[config.mk]
export PLATFORM = sky130hd
export DESIGN_NAME = instruction_decode
export DESIGN_NICKNAME = d
export VERILOG_FILES = /design/src/rtl/instruction_decode_pkg.sv /design/src/rtl/instruction_decode_regfile.sv /design/src/rtl/instruction_decode.sv
export SDC_FILE = /design/constraint.sdc
export NUM_CORES = 2
export LEC_CHECK = 0
export BUFFER_PORTS_ARGS = -buffer_cell sky130_fd_sc_hd__buf_2
export CAP_MARGIN = 20
export CELL_PAD_IN_SITES_DETAIL_PLACEMENT = 0
export CELL_PAD_IN_SITES_GLOBAL_PLACEMENT = 2
export CORE_UTILIZATION = 25
export CTS_BUF_LIST = sky130_fd_sc_hd__clkbuf_4 sky130_fd_sc_hd__clkbuf_8
export CTS_CLUSTER_DIAMETER = 30
export DETAILED_ROUTE_END_ITERATION = 12
export PLACE_DENSITY = 0.56
export RECOVER_POWER = 25
export SLEW_MARGIN = 30
export SYNTH_ARGS = -nofsm -noshare
export SYNTH_HDL_FRONTEND = slang
export SYNTH_SLANG_ARGS = --single-unit
[constraint.sdc]
create_clock -name clk_i -period 6.3 [get_ports clk_i]
set_input_delay 0.63 -clock clk_i [delete_from_list [all_inputs] [get_ports clk_i]]
set_output_delay 0.63 -clock clk_i [all_outputs]
set_load 0.01 [all_outputs]
[src/rtl/instruction_decode_pkg.sv]
// Shared RV32I decode constants: opcodes, ctrl bit positions, NOP and bubble PC.
package instruction_decode_pkg;

    localparam int unsigned REG_AW = 5;
    localparam int unsigned CTRL_W = 10;

    localparam logic [6:0] OPC_LUI    = 7'b0110111;
    localparam logic [6:0] OPC_AUIPC  = 7'b0010111;
    localparam logic [6:0] OPC_JAL    = 7'b1101111;
    localparam logic [6:0] OPC_JALR   = 7'b1100111;
    localparam logic [6:0] OPC_BRANCH = 7'b1100011;
    localparam logic [6:0] OPC_LOAD   = 7'b0000011;
    localparam logic [6:0] OPC_STORE  = 7'b0100011;
    localparam logic [6:0] OPC_OPIMM  = 7'b0010011;
    localparam logic [6:0] OPC_OP     = 7'b0110011;

    localparam int unsigned C_REG_WRITE = 9;
    localparam int unsigned C_MEM_READ  = 8;
    localparam int unsigned C_MEM_WRITE = 7;
    localparam int unsigned C_BRANCH    = 6;
    localparam int unsigned C_JAL       = 5;
    localparam int unsigned C_JALR      = 4;
    localparam int unsigned C_LUI       = 3;
    localparam int unsigned C_AUIPC     = 2;
    localparam int unsigned C_ALU_IMM   = 1;
    localparam int unsigned C_SUB_SRA   = 0;

    localparam logic [31:0] INSTR_NOP = 32'h00000013;
    localparam logic [31:0] BUBBLE_PC = 32'hDEADC0DE;

    typedef logic [CTRL_W-1:0] ctrl_t;

endpackage

[src/rtl/instruction_decode_regfile.sv]
// Register file: 2 async read ports, 1 sync write port, x0 hard-wired to zero.
// Optional same-cycle writeback bypass under DECODE_WB_BYPASS_EN.
module register_file
    import instruction_decode_pkg::*;
#(
    parameter int unsigned REGS = 32,
    parameter int unsigned XLEN = 32
) (
    input  logic              clk_i,
    input  logic              rst_ni,
    input  logic [REG_AW-1:0] raddr1_i,
    input  logic [REG_AW-1:0] raddr2_i,
    output logic [XLEN-1:0]   rdata1_o,
    output logic [XLEN-1:0]   rdata2_o,
    input  logic              we_i,
    input  logic [REG_AW-1:0] waddr_i,
    input  logic [XLEN-1:0]   wdata_i
);

    logic [XLEN-1:0] regs_q [REGS];

    always_ff @(posedge clk_i or negedge rst_ni) begin
        if (!rst_ni) begin
            for (int i = 0; i < REGS; i++) begin
                regs_q[i] <= '0;
            end
        end else if (we_i && (waddr_i != '0)) begin
            regs_q[waddr_i] <= wdata_i;
        end
    end

    always_comb begin
        rdata1_o = (raddr1_i == '0) ? '0 : regs_q[raddr1_i];
        rdata2_o = (raddr2_i == '0) ? '0 : regs_q[raddr2_i];
`ifdef DECODE_WB_BYPASS_EN
        if (we_i && (waddr_i != '0) && (waddr_i == raddr1_i)) begin
            rdata1_o = wdata_i;
        end
        if (we_i && (waddr_i != '0) && (waddr_i == raddr2_i)) begin
            rdata2_o = wdata_i;
        end
`endif
    end

endmodule

[src/rtl/instruction_decode.sv]
// RV32I decode stage: decoder, load-use hazard detect and ID/EX register.
// Define DECODE_WB_BYPASS_EN to forward same-cycle writeback into the read ports.
module instruction_decode
    import instruction_decode_pkg::*;
#(
    parameter int unsigned REGS = 32,
    parameter int unsigned XLEN = 32
) (
    input  logic            clk_i,
    input  logic            rst_ni,
    input  logic [31:0]     instr_if_i,
    input  logic [31:0]     pc_if_i,
    input  logic            pred_taken_if_i,
    input  logic [31:0]     btb_pc_if_i,
    input  logic            branching_i,
    input  logic            periheral_stall_i,
    input  logic            wb_we_i,
    input  logic [4:0]      wb_rd_i,
    input  logic [XLEN-1:0] wb_data_i,
    output logic            load_stall_o,
    output logic [XLEN-1:0] rs1_data_id_o,
    output logic [XLEN-1:0] rs2_data_id_o,
    output logic [31:0]     imm_id_o,
    output logic [4:0]      rs1_id_o,
    output logic [4:0]      rs2_id_o,
    output logic [4:0]      rd_id_o,
    output logic [2:0]      funct3_id_o,
    output logic [9:0]      ctrl_id_o,
    output logic [31:0]     pc_id_o,
    output logic            pred_taken_id_o,
    output logic [31:0]     btb_pc_id_o
);

    typedef struct packed {
        ctrl_t           ctrl;
        logic [4:0]      rd;
        logic [4:0]      rs1;
        logic [4:0]      rs2;
        logic [2:0]      funct3;
        logic [31:0]     imm;
        logic [XLEN-1:0] rs1_data;
        logic [XLEN-1:0] rs2_data;
        logic [31:0]     pc;
        logic            pred_taken;
        logic [31:0]     btb_pc;
    } id_ex_t;

    logic [6:0]  opc;
    logic [4:0]  f_rd;
    logic [4:0]  f_rs1;
    logic [4:0]  f_rs2;
    logic [2:0]  f3;
    logic [31:0] imm_i;
    logic [31:0] imm_s;
    logic [31:0] imm_b;
    logic [31:0] imm_u;
    logic [31:0] imm_j;

    assign opc   = instr_if_i[6:0];
    assign f_rd  = instr_if_i[11:7];
    assign f3    = instr_if_i[14:12];
    assign f_rs1 = instr_if_i[19:15];
    assign f_rs2 = instr_if_i[24:20];

    assign imm_i = {{20{instr_if_i[31]}}, instr_if_i[31:20]};
    assign imm_s = {{20{instr_if_i[31]}}, instr_if_i[31:25], instr_if_i[11:7]};
    assign imm_b = {{19{instr_if_i[31]}}, instr_if_i[31], instr_if_i[7],
                    instr_if_i[30:25], instr_if_i[11:8], 1'b0};
    assign imm_u = {instr_if_i[31:12], 12'b0};
    assign imm_j = {{11{instr_if_i[31]}}, instr_if_i[31], instr_if_i[19:12],
                    instr_if_i[20], instr_if_i[30:21], 1'b0};

    ctrl_t       dec_ctrl;
    logic [31:0] dec_imm;
    logic [4:0]  dec_rd;
    logic [4:0]  dec_rs1;
    logic [4:0]  dec_rs2;
    logic [2:0]  dec_f3;

    // Unused source fields stay zero so the hazard compare needs no format info.
    always_comb begin
        dec_ctrl = '0;
        dec_imm  = '0;
        dec_rd   = '0;
        dec_rs1  = '0;
        dec_rs2  = '0;
        dec_f3   = '0;
        unique case (1'b1)
            (opc == OPC_OP): begin
                dec_ctrl[C_REG_WRITE] = 1'b1;
                dec_ctrl[C_SUB_SRA]   = instr_if_i[30] &&
                                        ((f3 == 3'b000) || (f3 == 3'b101));
                dec_rd  = f_rd;
                dec_rs1 = f_rs1;
                dec_rs2 = f_rs2;
                dec_f3  = f3;
            end
            (opc == OPC_OPIMM): begin
                dec_ctrl[C_REG_WRITE] = 1'b1;
                dec_ctrl[C_ALU_IMM]   = 1'b1;
                dec_ctrl[C_SUB_SRA]   = instr_if_i[30] && (f3 == 3'b101);
                dec_imm = imm_i;
                dec_rd  = f_rd;
                dec_rs1 = f_rs1;
                dec_f3  = f3;
            end
            (opc == OPC_LOAD): begin
                dec_ctrl[C_REG_WRITE] = 1'b1;
                dec_ctrl[C_MEM_READ]  = 1'b1;
                dec_ctrl[C_ALU_IMM]   = 1'b1;
                dec_imm = imm_i;
                dec_rd  = f_rd;
                dec_rs1 = f_rs1;
                dec_f3  = f3;
            end
            (opc == OPC_STORE): begin
                dec_ctrl[C_MEM_WRITE] = 1'b1;
                dec_ctrl[C_ALU_IMM]   = 1'b1;
                dec_imm = imm_s;
                dec_rs1 = f_rs1;
                dec_rs2 = f_rs2;
                dec_f3  = f3;
            end
            (opc == OPC_BRANCH): begin
                dec_ctrl[C_BRANCH] = 1'b1;
                dec_imm = imm_b;
                dec_rs1 = f_rs1;
                dec_rs2 = f_rs2;
                dec_f3  = f3;
            end
            (opc == OPC_JAL): begin
                dec_ctrl[C_REG_WRITE] = 1'b1;
                dec_ctrl[C_JAL]       = 1'b1;
                dec_imm = imm_j;
                dec_rd  = f_rd;
            end
            (opc == OPC_JALR): begin
                dec_ctrl[C_REG_WRITE] = 1'b1;
                dec_ctrl[C_JALR]      = 1'b1;
                dec_ctrl[C_ALU_IMM]   = 1'b1;
                dec_imm = imm_i;
                dec_rd  = f_rd;
                dec_rs1 = f_rs1;
                dec_f3  = f3;
            end
            (opc == OPC_LUI): begin
                dec_ctrl[C_REG_WRITE] = 1'b1;
                dec_ctrl[C_LUI]       = 1'b1;
                dec_ctrl[C_ALU_IMM]   = 1'b1;
                dec_imm = imm_u;
                dec_rd  = f_rd;
            end
            (opc == OPC_AUIPC): begin
                dec_ctrl[C_REG_WRITE] = 1'b1;
                dec_ctrl[C_AUIPC]     = 1'b1;
                dec_ctrl[C_ALU_IMM]   = 1'b1;
                dec_imm = imm_u;
                dec_rd  = f_rd;
            end
            default: begin
                dec_ctrl = '0;
            end
        endcase
    end

    logic [XLEN-1:0] rf_rdata1;
    logic [XLEN-1:0] rf_rdata2;

    register_file #(
        .REGS (REGS),
        .XLEN (XLEN)
    ) u_regfile (
        .clk_i    (clk_i),
        .rst_ni   (rst_ni),
        .raddr1_i (dec_rs1),
        .raddr2_i (dec_rs2),
        .rdata1_o (rf_rdata1),
        .rdata2_o (rf_rdata2),
        .we_i     (wb_we_i),
        .waddr_i  (wb_rd_i),
        .wdata_i  (wb_data_i)
    );

    id_ex_t ex_q;
    id_ex_t ex_d;
    id_ex_t bubble;
    id_ex_t capture;
    logic   load_stall;

    assign load_stall = ex_q.ctrl[C_MEM_READ] && (ex_q.rd != '0) &&
                        ((ex_q.rd == dec_rs1) || (ex_q.rd == dec_rs2));

    always_comb begin
        bubble    = '0;
        bubble.pc = BUBBLE_PC;
    end

    always_comb begin
        capture            = '0;
        capture.ctrl       = dec_ctrl;
        capture.rd         = dec_rd;
        capture.rs1        = dec_rs1;
        capture.rs2        = dec_rs2;
        capture.funct3     = dec_f3;
        capture.imm        = dec_imm;
        capture.rs1_data   = rf_rdata1;
        capture.rs2_data   = rf_rdata2;
        capture.pc         = pc_if_i;
        capture.pred_taken = pred_taken_if_i;
        capture.btb_pc     = btb_pc_if_i;
    end

    // A redirect always wins, even over a peripheral hold.
    always_comb begin
        ex_d = capture;
        if (branching_i) begin
            ex_d = bubble;
        end else if (periheral_stall_i) begin
            ex_d = ex_q;
        end else if (load_stall) begin
            ex_d = bubble;
        end
    end

    always_ff @(posedge clk_i or negedge rst_ni) begin
        if (!rst_ni) begin
            ex_q <= '0;
        end else begin
            ex_q <= ex_d;
        end
    end

    assign load_stall_o    = load_stall;
    assign rs1_data_id_o   = ex_q.rs1_data;
    assign rs2_data_id_o   = ex_q.rs2_data;
    assign imm_id_o        = ex_q.imm;
    assign rs1_id_o        = ex_q.rs1;
    assign rs2_id_o        = ex_q.rs2;
    assign rd_id_o         = ex_q.rd;
    assign funct3_id_o     = ex_q.funct3;
    assign ctrl_id_o       = ex_q.ctrl;
    assign pc_id_o         = ex_q.pc;
    assign pred_taken_id_o = ex_q.pred_taken;
    assign btb_pc_id_o     = ex_q.btb_pc;

endmodule

==> impl_summary.log <==
INFO  metric run_status = finished, violations left
INFO  metric violations = max-capacitance violations, max-slew violations
INFO  metric nets = 6455
INFO  metric detailedRoute.firstPassIterationCount = 7
INFO  metric worstHoldStart = branching_i
INFO  metric synth_cell_types = 83
INFO  metric instances_no_fill = 10000
INFO  metric syn_avg_cell_area = 10.8 um2
INFO  metric power-per-cell-area = 344 nW/um2
INFO  metric worstPathMaxFanout = 32
INFO  metric io-pin-count = 329
INFO  metric gr-usage-all-layers = 26.0%
INFO  metric design_area = 80100 um2
INFO  metric synthesis_stage_register_bit_count = 1213
INFO  metric synthFlopType = dfrtp_1
INFO  metric cp.required = 7.27 ns
INFO  metric synthesis.area = 64300 um2
INFO  metric die_area = 259000 um2
INFO  metric initial_antenna_violation_count = 45
INFO  metric synth_area_leader_cell = dfrtp_1
INFO  metric dp_cells = 9203
INFO  metric timing.fmax = 0.207 GHz
INFO  metric detailed_place.area = 70300 um2
INFO  metric irDropWorstVdd = 0.228 mV
INFO  metric grt_max_degree = 153
INFO  metric timing.reg2reg.worst_path_depth = 9
INFO  metric synth.net_count = 6081
INFO  metric maxCapViolations = 27
INFO  metric clock-sinks = 1213
INFO  metric areaGrowthSynthToFinish = 24.5%
INFO  metric start_util = 25.2%
INFO  metric fp-row-count = 185
INFO  metric worstSetupEndpointType = flop
INFO  metric layout.core_utilization = 31.4%
INFO  metric core = 255000 um2
INFO  metric setup_viol = 0
INFO  metric clock_path_buffers = 4
INFO  metric htree_levels = 5
INFO  metric synth_seq_area_share = 47.2%
INFO  metric postSynth.asyncResetShare = 100%
INFO  metric global_route_wire_length_before_repair = 472 mm
INFO  metric finalWeightedCongestion = 0.832
INFO  metric num_cts_buffers = 382
INFO  metric hold_path_depth = 4
INFO  metric worst_hold_path_ep = imm_id_o[17]
INFO  metric grt.busiest_layer = met2
INFO  metric synth.top_cell.area_share = 47.2%
INFO  metric cts_post_setup_buffers_inserted = 0
INFO  metric ys_top_cells_by_area = dfrtp_1 47%, mux2_2 19%, mux2i_1 4.6%
INFO  metric worst_pin_slew = 5.30 ns
INFO  metric layout.filler_cells = 26300
INFO  metric fraction_of_met1_tracks_used_by_global_routing = 34.9%
INFO  metric fp.dieH = 509 um
INFO  metric timing.slew.headroom = -253%
INFO  metric cts-root-buf = clkbuf_8
INFO  metric grt_setup_unrepaired = false
INFO  metric timing.hold.worst.class = in2reg
INFO  metric synth.yosys.warnings = 0
INFO  metric fin_tns_setup = 0 ns
INFO  metric startpoint_kind_of_the_worst_setup_timing_path = input port
INFO  metric regToRegStartpoint = rd_id_o[2]
INFO  metric drive_above_1_share = 36.1%
INFO  metric arrival = 5.80 ns
INFO  metric io_buffer_count = 328
INFO  metric wl = 345 mm
INFO  metric crit_type = in2reg
INFO  metric maxSlewViolCount = 636
INFO  metric timing.final.hold_violations = 0
INFO  metric detailed_router_s_first_iteration_violation_count = 5686
INFO  metric via_count_of_the_first_global_routing_pass = 56000
INFO  metric cts.reportedPaths.clkPinSlew = 0.05 ns
INFO  metric routedWlPerCell = 34.5 um
INFO  metric power.static_leakage = 34.3 nW
INFO  metric cts_tree = built
INFO  metric grtUsageMet3 = 5.34%
INFO  metric grt.overflow.total = 0
INFO  metric final_antenna_net_count = 0
INFO  metric synth_edf_count = 0
INFO  metric period_share = 76.8%
INFO  metric timing.clock.skew = 0.0702 ns
INFO  metric drt-vias-per-instance = 5.59
INFO  metric detailedPlacementHpwl = 196 mm
INFO  metric globalRouteMet2Util = 40.6%
INFO  metric clk-insertion-delay-late = 1.07 ns
INFO  metric layout_min_cycle_time = 4.84 ns
INFO  metric synthesis.instances = 5942
INFO  metric drc_errors = 0
INFO  metric floorplan.die.width = 509 um
INFO  metric num_vias = 55900
INFO  metric critical_path.reg2reg.endpoint = imm_id_o[27]
INFO  metric post_cts.resized_instances = 0
INFO  metric worst-r2r-setup-slack = 2.83 ns
## registers in the layout, indices dropped and copies added, names as in the netlist
| name | cells |
|---|---|
| u_regfile.regs_q | 1024 |
| btb_pc_id_o | 32 |
| imm_id_o | 32 |
| pc_id_o | 32 |
| rs1_data_id_o | 32 |
| rs2_data_id_o | 32 |
| ctrl_id_o | 10 |
| rd_id_o | 5 |
| rs1_id_o | 5 |
| rs2_id_o | 5 |
| funct3_id_o | 3 |
| pred_taken_id_o | 1 |
## repair_timing
action                                  CTS  global route
endpoints found under the setup margin    0             0
hold endpoints to repair                208            14
hold buffers                             90             1
## worst max-delay path, cell delays in order
cell and delay [ns]:
clkbuf_1 0.21, nand3_1 0.34, nor2_4 0.18, clkbuf_1 3.68, mux2_2 0.67
## placed cells by master (no fill, tap or decap), types with 32 or more instances in the layout
cell	instances
mux2i_1	297
nor2b_1	44
a32o_1	34
clkinv_2	80
bufinv_16	50
a311oi_1	42
dlygate4sd3_1	91
nor2_1	113
a31oi_1	73
o32ai_1	54
nor3_1	43
a2bb2oi_1	32
clkbuf_8	476
buf_2	320
a221oi_1	87
nand3_1	210
buf_4	149
a22o_1	73
a21oi_1	304
o22ai_1	64
a211oi_1	98
o221ai_1	50
nand4_1	32
dfrtp_1	1213
mux4_2	33
mux2_2	1072
a22oi_1	51
and3_1	48
nand2_1	687
clkbuf_4	52
o21ai_0	164
## Yosys cell counts, drive strengths merged (12+ instances only)
library cell  instances
and3                 50
o221ai               50
mux2i               297
inv                  24
and2                 12
a22oi                51
a2111oi              12
a22o                 73
a211o                19
o2111ai              14
nand4                32
a221oi               87
o32ai                54
a211oi              100
nor3                 54
a2bb2oi              32
o31ai                25
nor2b                48
nand2               702
clkbuf              423
a221o                28
o211ai               19
o22a                 20
nand3               215
mux2               1072
dfrtp              1213
o2bb2ai              22
mux4                 33
a31oi                73
o22ai                64
a311oi               42
nand2b               21
a21oi               306
nor2                131
o21ai               194
buf                 205
a32o                 34
## power breakdown
part           internal, mW  switching, mW
combinational          1.80           1.82
sequential             9.09           1.03
clock                  9.14           4.69
## metrics by stage
step / setup WS (ns) / hold slack, ns / total power [mW]
after floorplan: 3.43 / 0.334 / 12.3
after global placement: 1.64 / 0.385 / 13.7
after detailed placement: 1.68 / 0.389 / 13.7
after CTS: 2.00 / 0.000423 / 27.7
after global routing: 1.45 / 0.0646 / 28.7
final: 1.46 / 0.0499 / 27.6
## metal layers
layer	up-vias	wire length [um]
met5	-	122
met2	2738	154000
met3	701	26000
li1	23000	-
met4	20	14500
met1	29500	151000
## worst max path at each step
stage | startpoint | to | slack, ns | cells past startpoint
after detailed placement | instr_if_i[6] | imm_id_o[0] | 1.68 | 11
after global placement | instr_if_i[6] | rs1_data_id_o[29] | 1.64 | 9
after floorplan | instr_if_i[5] | rs1_data_id_o[12] | 3.43 | 9
after global routing | rst_ni | u_regfile.regs_q[227] | 1.45 | 5
after CTS | instr_if_i[5] | load_stall_o | 2.00 | 10
final | wb_rd_i[0] | u_regfile.regs_q[283] | 1.46 | 5
## area by class of cell
| cell class | instances | area, um2 | area share [%] |
|---|---|---|---|
| inverters | 26 | 106 | 0.133 |
| multi-input cells | 4075 | 31900 | 39.9 |
| well taps | 3366 | 4210 | 5.26 |
| repair buffers | 618 | 4400 | 5.50 |
| clock buffers | 528 | 6940 | 8.67 |
| diodes | 17 | 42.5 | 0.0531 |
| flip-flops and latches | 1213 | 30400 | 37.9 |
| clock inverters | 157 | 2120 | 2.64 |
## logic make-up (layout without fill, tap and decap cells)
group                     Yosys count  in the layout  synth area share [%]
xor gates and xnor gates            2              2                0.0272
DFF                              1213           1213                  47.2
and+or+nand+nor                  1299           1299                  9.02
AOI/OAI and AO/OA                1372           1372                  15.2
muxes                            1402           1402                  24.5
buffers and inverters             654           1329                  4.09
other                               0             17                     0
Power figures use the tool's default switching activity.
